**src/rtl/csr_file.sv**
```systemverilog
// Machine-mode CSR file: read/modify/write port from EX, trap entry and mret
// from clint, cycle/instret counters and registered interrupt-pending bits.
module csr_file #(
    parameter int unsigned      XLEN         = 64,
    parameter logic [XLEN-1:0]  MTVEC_RST    = XLEN'(64'ha00001800),
    parameter bit               HAS_COUNTERS = 1'b1
) (
    input  logic            clk,
    input  logic            rst,
    input  logic [11:0]     csr_raddr_i,
    output logic [XLEN-1:0] csr_rdata_o,
    input  logic [11:0]     csr_waddr_i,
    input  logic [XLEN-1:0] csr_wdata_i,
    input  logic [1:0]      csr_op_i,
    input  logic            trap_i,
    input  logic [XLEN-1:0] trap_cause_i,
    input  logic [XLEN-1:0] trap_pc_i,
    input  logic [XLEN-1:0] trap_tval_i,
    input  logic            mret_i,
    input  logic            instret_i,
    input  logic            timer_irq_i,
    input  logic            ext_irq_i,
    output logic [XLEN-1:0] mtvec_o,
    output logic [XLEN-1:0] mepc_o,
    output logic [XLEN-1:0] mstatus_o,
    output logic            irq_pending_o,
    output logic            illegal_o
);

    localparam logic [11:0] A_MSTATUS  = 12'h300;
    localparam logic [11:0] A_MIE      = 12'h304;
    localparam logic [11:0] A_MTVEC    = 12'h305;
    localparam logic [11:0] A_MSCRATCH = 12'h340;
    localparam logic [11:0] A_MEPC     = 12'h341;
    localparam logic [11:0] A_MCAUSE   = 12'h342;
    localparam logic [11:0] A_MTVAL    = 12'h343;
    localparam logic [11:0] A_MIP      = 12'h344;
    localparam logic [11:0] A_MCYCLE   = 12'hB00;
    localparam logic [11:0] A_MINSTRET = 12'hB02;

    localparam logic [1:0] OP_NONE  = 2'b00;
    localparam logic [1:0] OP_WRITE = 2'b01;
    localparam logic [1:0] OP_SET   = 2'b10;

    logic            r_mie, r_mpie;
    logic [1:0]      r_mpp;
    logic            r_mtie, r_meie, r_mtip, r_meip;
    logic [XLEN-1:0] r_mtvec, r_mscratch, r_mepc, r_mcause, r_mtval;
    logic [XLEN-1:0] r_mcycle, r_minstret;

    logic [XLEN-1:0] w_mstatus, w_mie, w_mip, w_old, w_new;
    logic            w_impl, w_illegal, w_we;

    // Architectural views of the sparsely stored registers
    always_comb begin
        w_mstatus        = '0;
        w_mstatus[3]     = r_mie;
        w_mstatus[7]     = r_mpie;
        w_mstatus[12:11] = r_mpp;
        w_mie            = '0;
        w_mie[7]         = r_mtie;
        w_mie[11]        = r_meie;
        w_mip            = '0;
        w_mip[7]         = r_mtip;
        w_mip[11]        = r_meip;
    end

    function automatic logic [XLEN-1:0] read_csr(input logic [11:0] addr);
        logic [XLEN-1:0] v;
        v = '0;
        case (addr)
            A_MSTATUS:  v = w_mstatus;
            A_MIE:      v = w_mie;
            A_MTVEC:    v = r_mtvec;
            A_MSCRATCH: v = r_mscratch;
            A_MEPC:     v = r_mepc;
            A_MCAUSE:   v = r_mcause;
            A_MTVAL:    v = r_mtval;
            A_MIP:      v = w_mip;
            A_MCYCLE:   v = HAS_COUNTERS ? r_mcycle : '0;
            A_MINSTRET: v = HAS_COUNTERS ? r_minstret : '0;
            default:    v = '0;
        endcase
        return v;
    endfunction

    // Write-side decode and read-modify-write value
    always_comb begin
        w_old  = read_csr(csr_waddr_i);
        w_impl = 1'b0;
        case (csr_waddr_i)
            A_MSTATUS, A_MIE, A_MTVEC, A_MSCRATCH, A_MEPC, A_MCAUSE,
            A_MTVAL, A_MIP, A_MCYCLE, A_MINSTRET: w_impl = 1'b1;
            default:                              w_impl = 1'b0;
        endcase
        w_illegal = (csr_op_i != OP_NONE) && (!w_impl || (csr_waddr_i == A_MIP));
        w_we      = (csr_op_i != OP_NONE) && !w_illegal;
        case (csr_op_i)
            OP_WRITE: w_new = csr_wdata_i;
            OP_SET:   w_new = w_old | csr_wdata_i;
            default:  w_new = w_old & ~csr_wdata_i;
        endcase
    end

    assign csr_rdata_o   = rst ? read_csr(csr_raddr_i) : '0;
    assign illegal_o     = rst & w_illegal;
    assign irq_pending_o = rst & r_mie & ((r_mtip & r_mtie) | (r_meip & r_meie));
    assign mtvec_o       = r_mtvec;
    assign mepc_o        = r_mepc;
    assign mstatus_o     = w_mstatus;

    // Trap beats mret beats software write, but only on registers both touch
    always_ff @(posedge clk or negedge rst) begin
        if (!rst) begin
            r_mie      <= 1'b0;
            r_mpie     <= 1'b0;
            r_mpp      <= 2'b11;
            r_mtie     <= 1'b0;
            r_meie     <= 1'b0;
            r_mtip     <= 1'b0;
            r_meip     <= 1'b0;
            r_mtvec    <= MTVEC_RST;
            r_mscratch <= '0;
            r_mepc     <= '0;
            r_mcause   <= '0;
            r_mtval    <= '0;
            r_mcycle   <= '0;
            r_minstret <= '0;
        end else begin
            r_mtip <= timer_irq_i;
            r_meip <= ext_irq_i;

            if (trap_i) begin
                r_mpie <= r_mie;
                r_mie  <= 1'b0;
                r_mpp  <= 2'b11;
            end else if (mret_i) begin
                r_mie  <= r_mpie;
                r_mpie <= 1'b1;
                r_mpp  <= 2'b11;
            end else if (w_we && csr_waddr_i == A_MSTATUS) begin
                r_mie  <= w_new[3];
                r_mpie <= w_new[7];
                r_mpp  <= w_new[12:11];
            end

            if (trap_i) begin
                r_mepc   <= trap_pc_i & ~XLEN'(3);
                r_mcause <= trap_cause_i;
                r_mtval  <= trap_tval_i;
            end else if (w_we) begin
                if (csr_waddr_i == A_MEPC)   r_mepc   <= w_new & ~XLEN'(3);
                if (csr_waddr_i == A_MCAUSE) r_mcause <= w_new;
                if (csr_waddr_i == A_MTVAL)  r_mtval  <= w_new;
            end

            if (w_we && csr_waddr_i == A_MIE) begin
                r_mtie <= w_new[7];
                r_meie <= w_new[11];
            end
            if (w_we && csr_waddr_i == A_MTVEC)    r_mtvec    <= w_new & ~XLEN'(2);
            if (w_we && csr_waddr_i == A_MSCRATCH) r_mscratch <= w_new;

            if (HAS_COUNTERS) begin
                if (w_we && csr_waddr_i == A_MCYCLE) r_mcycle <= w_new;
                else                                 r_mcycle <= r_mcycle + XLEN'(1);
                if (w_we && csr_waddr_i == A_MINSTRET) r_minstret <= w_new;
                else if (instret_i)                    r_minstret <= r_minstret + XLEN'(1);
            end
        end
    end

endmodule
```
**config.mk**
```make
export PLATFORM = sky130hd
export DESIGN_NAME = csr_file
export DESIGN_NICKNAME = d
export VERILOG_FILES = /design/src/rtl/csr_file.sv
export SDC_FILE = /design/constraint.sdc
export NUM_CORES = 1
export LEC_CHECK = 0
export CAP_MARGIN = 25
export CORE_MARGIN = 2
export CORE_UTILIZATION = 25
export DETAILED_ROUTE_END_ITERATION = 10
export DONT_BUFFER_PORTS = 1
export PLACE_DENSITY_LB_ADDON = 0.15
export SLEW_MARGIN = 20
export SYNTH_ARGS = -nofsm -noshare
export SYNTH_HDL_FRONTEND = slang
export SYNTH_SLANG_ARGS = --single-unit
```
**constraint.sdc**
```tcl
create_clock -name clk -period 3.2 [get_ports clk]
set_clock_uncertainty 0.15 [all_clocks]
set_input_delay 0 -clock clk [delete_from_list [all_inputs] [get_ports clk]]
set_output_delay 0 -clock clk [all_outputs]
set_load 0.1 [all_outputs]
```
* Word-level counts from Yosys, hierarchy flattened *
Index checks and enable logic that the tools add are counted.

word-level totals
  bits in registers = 455
  bits in latches = 0
  memory bits (writable) = 0
  ROM bits = 0
  input bits = 289
  output and inout bits = 258
  logic and storage cells = 95
  memories kept = 0

cells by class
  add/subtract/negate cells = 2
  $mul = 0
  divide/modulo/power cells = 0
  magnitude comparators = 0
  eq/ne operators = 22
  shift-type cells = 0
  muxes and demuxes = 26
  bitwise gates (word level) = 9
  reductions and logical operators = 22

operators by type and width
  kind                                                               number
  64-bit one-hot mux with 10 select lines                            2
  64-bit two-way mux                                                 13
  12-bit by 10-bit == test with 1-bit output, second input constant  16
  64-bit by 1-bit adder with 64-bit output, second input constant    2
  64-bit one-hot mux with 2 select lines                             1
  64-bit bitwise AND                                                 1
  64-bit inverter                                                    1
  64-bit bitwise OR                                                  1
  12-bit == test, second input constant                              4
  2-bit nonzero test                                                 6
  10-bit OR reduction                                                1
  1-bit logical AND                                                  8
  1-bit two-way mux                                                  7
  2-bit two-way mux                                                  3
  2-bit AND reduction                                                3
  1-bit bitwise AND                                                  5
  3-bit nonzero test                                                 1
  2-bit by 1-bit == test with 1-bit output, second input constant    1
  2-bit == test, second input constant                               1
  1-bit logical NOT                                                  2
  1-bit logical OR                                                   1
  1-bit bitwise OR                                                   1

* Depth between registers and ports, before layout *
  depth after elaboration = 12
  gate-level depth with buffers = 10

* Worst setup path after synthesis *
Ideal clock, no wire load.

  path kind = input -> output
  start point = in csr_raddr_i[10]
  end point = out csr_rdata_o[1]
  arrival = 3274 ps
  slack = -224 ps
  stages on the path = 7
  cell sequence = nand4bb_1 nor4_1 and3_1 clkbuf_1 clkbuf_1 a22oi_1 a31oi_1

between the ends
  word-level cells in the longest chain between the ends = 3
  elaborated cells on any way between the ends = 12
  classes of those cells = eq/ne (10); mux (2)

ends and longest elaborated chain
  what                                                                          RTL line  text
  from (decl)                                                                   10        input logic [11:0] csr_raddr_i,
  12-bit == test or 12-bit by 10-bit == test with 1-bit output (tied branches)  71        case (addr)
  64-bit one-hot mux with 10 select lines (*)                                   71
  64-bit two-way mux (*)                                                        105       assign csr_rdata_o = rst ? read_csr(csr_raddr_i) : '0;
  to (decl)                                                                     11        output logic [XLEN-1:0] csr_rdata_o,

Every way passes the cells marked *; elsewhere a longest branch is shown, timed or not.

* Worst setup path in the final report *
  start point = in csr_waddr_i[3]
  end point = reg r_mpp[0]

between the ends
  word-level cells in the longest chain between the ends = 10
  elaborated cells on any way between the ends = 26
  classes of those cells = eq/ne (10); mux (6); bitwise (2); reduce/logical (8)

ends and longest elaborated chain
  what                                                                                              RTL line  text
  from (decl)                                                                                       12        input logic [11:0] csr_waddr_i,
  parallel branches: the longest is 10 deep, another holds 64-bit one-hot mux with 10 select lines  --
  to (signal assigned)                                                                              144       r_mpp <= w_new[12:11];
  to (decl)                                                                                         46        logic [1:0] r_mpp;

Several ways; the timed one is not identified. The select of a mux whose other input is x is not followed.
A chain may end at the register's enable or synchronous reset.

==> results_dict.tcl <==
set metrics [dict create \
    yosysTopAreaCellShare 0.381 \
    syn_area_um2 29400 \
    dpl.hpwl_um 96600 \
    drt-pass1-iter-count 7 \
    row_count 125 \
    die_w_um 347 \
    pre_cts_slack_ns 0.351 \
    worst_pin_slew_ns 1.44 \
    drv_cap 0 \
    finalSetupTns_ns 0 \
    swShare 0.316 \
    avgSynthCellArea_um2 9.82 \
    dieHeight_um 347 \
    slowest_delay_ns 0.77 \
    synth_common_cells "dfrtp_1, a21oi_1, mux2_2, clkbuf_1, nand2_1" \
    p_per_area_nw_per_um2 434 \
    layout-drive-gt1-share 0.253 \
    peakVddDrop_uv 361 \
    ant_nets 0 \
    synth_area_leader_cell "dfrtp_1" \
    endpoint "r_mpp[0]$_DFFE_PN1P_" \
    clk_latency_ns 0.64 \
    routabilityCongestion 0.845 \
    hold_class "in -> async" \
    netlist_instances 2992 \
    intPower_mw 12.1 \
    worstReg2RegStart "r_mcycle[7]$_DFF_PN0_" \
    crit_chain "dlygate4sd3_1 -> or4b_2 -> o22ai_1 -> a21oi_1 -> dlygate4sd3_1 -> a31o_2 -> dlygate4sd3_1 -> o211ai_1" \
    dieArea_um2 120000 \
    io_buffers 0 \
    cts_buffers 67 \
    coreArea_um2 116000 \
    setup_ws_ns 0.0345 \
    worstPathArrival_ns 3.55 \
    cp_top_family "buffers and inverters" \
    grt_pass1_vias 30100 \
    start_kind "input port" \
    crit_required_ns 3.59 \
    vias 29300 \
    grt_pass1_wl_um 223000 \
    area_delta_synth_final_pct 39.0 \
    violations "negative hold slack" \
    via_per_inst 5.66 \
    ios 547 \
    period_minus_slack_ns 3.17 \
    cts-root-buf "clkbuf_16" \
    fin_nets 3898 \
    drc 0 \
    antenna_found_initial 23 \
    hold_viol_final 453 \
    ys_seq_area_frac 0.386 \
    ys.flop_type "dfrtp_1" \
    synth_most_common_cell "dfrtp_1" \
    rsz0062_at_grt "no" \
    end_kind "flop" \
    path_class "in -> reg" \
    wl_per_cell_um 30.0 \
    crit_path_frequent_cell "dlygate4sd3_1" \
    rrSetupSlack_ns 0.14 \
    combinationalPowerShare 0.218 \
    p_leak_nw 16.3 \
    fmax_mhz 316 \
    initial_utilization 0.253 \
    critPathBufInv 3 \
    synth_area_leaders "dfrtp_1, mux2_2, a21oi_1, mux4_2, a221o_1" \
    synth_cell_types 67 \
    clk_pin_slew_ns 0.06 \
    path_max_fanout 8 \
    crit_path_start "csr_waddr_i[3]" \
    totalWireLength_um 156000 \
    drv_slew 0 \
    grt_max_degree 457 \
    clkPwrFrac 0.418 \
    worstReg2RegEnd "r_mpie$_DFFE_PN0P_" \
    relSlewSlack 0.0408 \
    h-tree-depth 3 \
    r2r_cells 8 \
    outcome "finished, violations left" \
    clockBufferDepth 3 \
    grtUsageTotal 0.252 \
    cts_sinks 453 \
    yosysWarnings 0 \
    crit_slowest_cell "dlygate4sd3_1" \
    ys_ff_latch 453 \
    crit_cells 8 \
    fin_crit_sh 0.989 \
    cts_tree "yes" \
    synth-edff-count 0 \
    setup_viol 0 \
    async_reset_ff_frac 1.00 \
    overflow 0 \
    power.switching_mw 5.60 \
    drtIter0Drc 2617 \
    pwr-share-seq 0.363 \
    num-fill-cells 11900 \
    whs_ns -1.05 \
]
## metal layers
metal / vias to the layer above / global-route usage / routed length (um)
li1: 12600 / - / -
met1: 15000 / 0.332 / 65800
met2: 1466 / 0.410 / 72300
met3: 289 / 0.0524 / 12600
met4: 26 / 0.0828 / 4770
met5: - / 0 / 169
## state kept, by name (all words and copies together) (netlist names)
register	cells
r_mtie	1
mepc_o	62
r_meie	1
r_mpp	2
r_mscratch	64
r_mcycle	64
r_minstret	64
r_meip	1
r_mtval	64
r_mcause	64
mtvec_o	63
r_mie	1
r_mtip	1
r_mpie	1
## worst min-delay path by stage
| stage | start | end | cells after the start |
|---|---|---|---|
| after floorplan | rst | mepc_o[10]$_DFFE_PN0P_ | 0 |
| after global placement | rst | mepc_o[60]$_DFFE_PN0P_ | 0 |
| after detailed placement | rst | mepc_o[60]$_DFFE_PN0P_ | 0 |
| after CTS | rst | mepc_o[60]$_DFFE_PN0P_ | 0 |
| after global routing | rst | mepc_o[60]$_DFFE_PN0P_ | 0 |
| final | rst | r_mtval[60]$_DFFE_PN0P_ | 0 |
## layout make-up
cell class / count / area (um2) / share of cell area
Clock inverter: 19 / 216 / 0.00530
Inverter: 38 / 143 / 0.00349
Timing Repair Buffer: 822 / 8250 / 0.202
Sequential cell: 453 / 11300 / 0.278
Tap cell: 1524 / 1910 / 0.0467
Clock buffer: 96 / 1920 / 0.0469
Antenna cell: 12 / 30.0 / 0.000735
Multi-Input combinational cell: 2222 / 17100 / 0.417
## worst register-to-register path, stage by stage, from the launching register on
cell	delay (ns)
dfrtp_1	0.38
buf_4	0.16
mux2_2	0.31
a221oi_1	0.31
a31oi_2	0.21
dlygate4sd3_1	0.63
mux2i_1	0.13
a21oi_1	0.08
dlygate4sd3_1	0.56
## power groups by stage
| stage | Clock, mW | Combinational [mW] | Sequential (mW) |
|---|---|---|---|
| after global placement | 0 | 3.02 | 6.51 |
| after detailed placement | 0 | 3.04 | 6.53 |
| after global routing | 7.82 | 4.09 | 6.49 |
| final | 7.42 | 3.87 | 6.45 |
| after floorplan | 0 | 1.93 | 6.99 |
| after CTS | 7.62 | 3.84 | 6.43 |
## metrics by stage
stage | power (mW) | util | std cells | area (um2) | hold slack [ns]
floorplan | 8.92 | - | 3054 | 29900 | -0.446
global placement | 9.53 | 0.289 | 4565 | 33700 | -0.410
detailed placement | 9.57 | 0.289 | 4565 | 33700 | -0.406
CTS | 17.9 | 0.351 | 5172 | 40800 | -1.09
global route | 18.4 | 0.351 | 5177 | 40800 | -1.09
finish | 17.7 | 0.351 | 5186 | 40900 | -1.05
## cells in the final DEF, fill, tap and decap left out, types with 50 or more instances in the layout
master           n
a21oi_1        251
a21oi_2         63
a221o_1        126
a222oi_1        60
a22o_1          63
a22oi_1         76
buf_12          62
buf_4          267
clkbuf_16       68
conb_1          63
dfrtp_1        447
dlygate4sd3_1  489
mux2_2         314
mux4_2          57
nand2_1        220
nand3_1         58
nand4_1         65
nor2_1         141
nor3b_1        126
o21ai_0        132
xnor2_1         73
xor2_1          50
## cells by family (layout without fill, tap and decap cells)
family / Yosys count / count (layout) / share of synthesized area
AO/OA/AOI/OAI: 854 / 854 / 0.201
XOR/XNOR: 123 / 123 / 0.0367
adder cells (fa/ha/maj): 5 / 5 / 0.00213
buffers and inverters: 379 / 975 / 0.0580
flip-flops: 453 / 453 / 0.386
multiplexers: 419 / 419 / 0.180
other: 1 / 75 / 0.000128
AND/OR/NAND/NOR: 758 / 758 / 0.136
## repair_timing
item / in CTS / in global routing
buffers inserted: 0 / 0
hold endpoints to repair: 906 / 460
resized for setup: 0 / 6
hold buffers: 492 / 2
endpoints found under the setup margin: 0 / 7
Note: power is estimated with default switching activity, not from simulation.
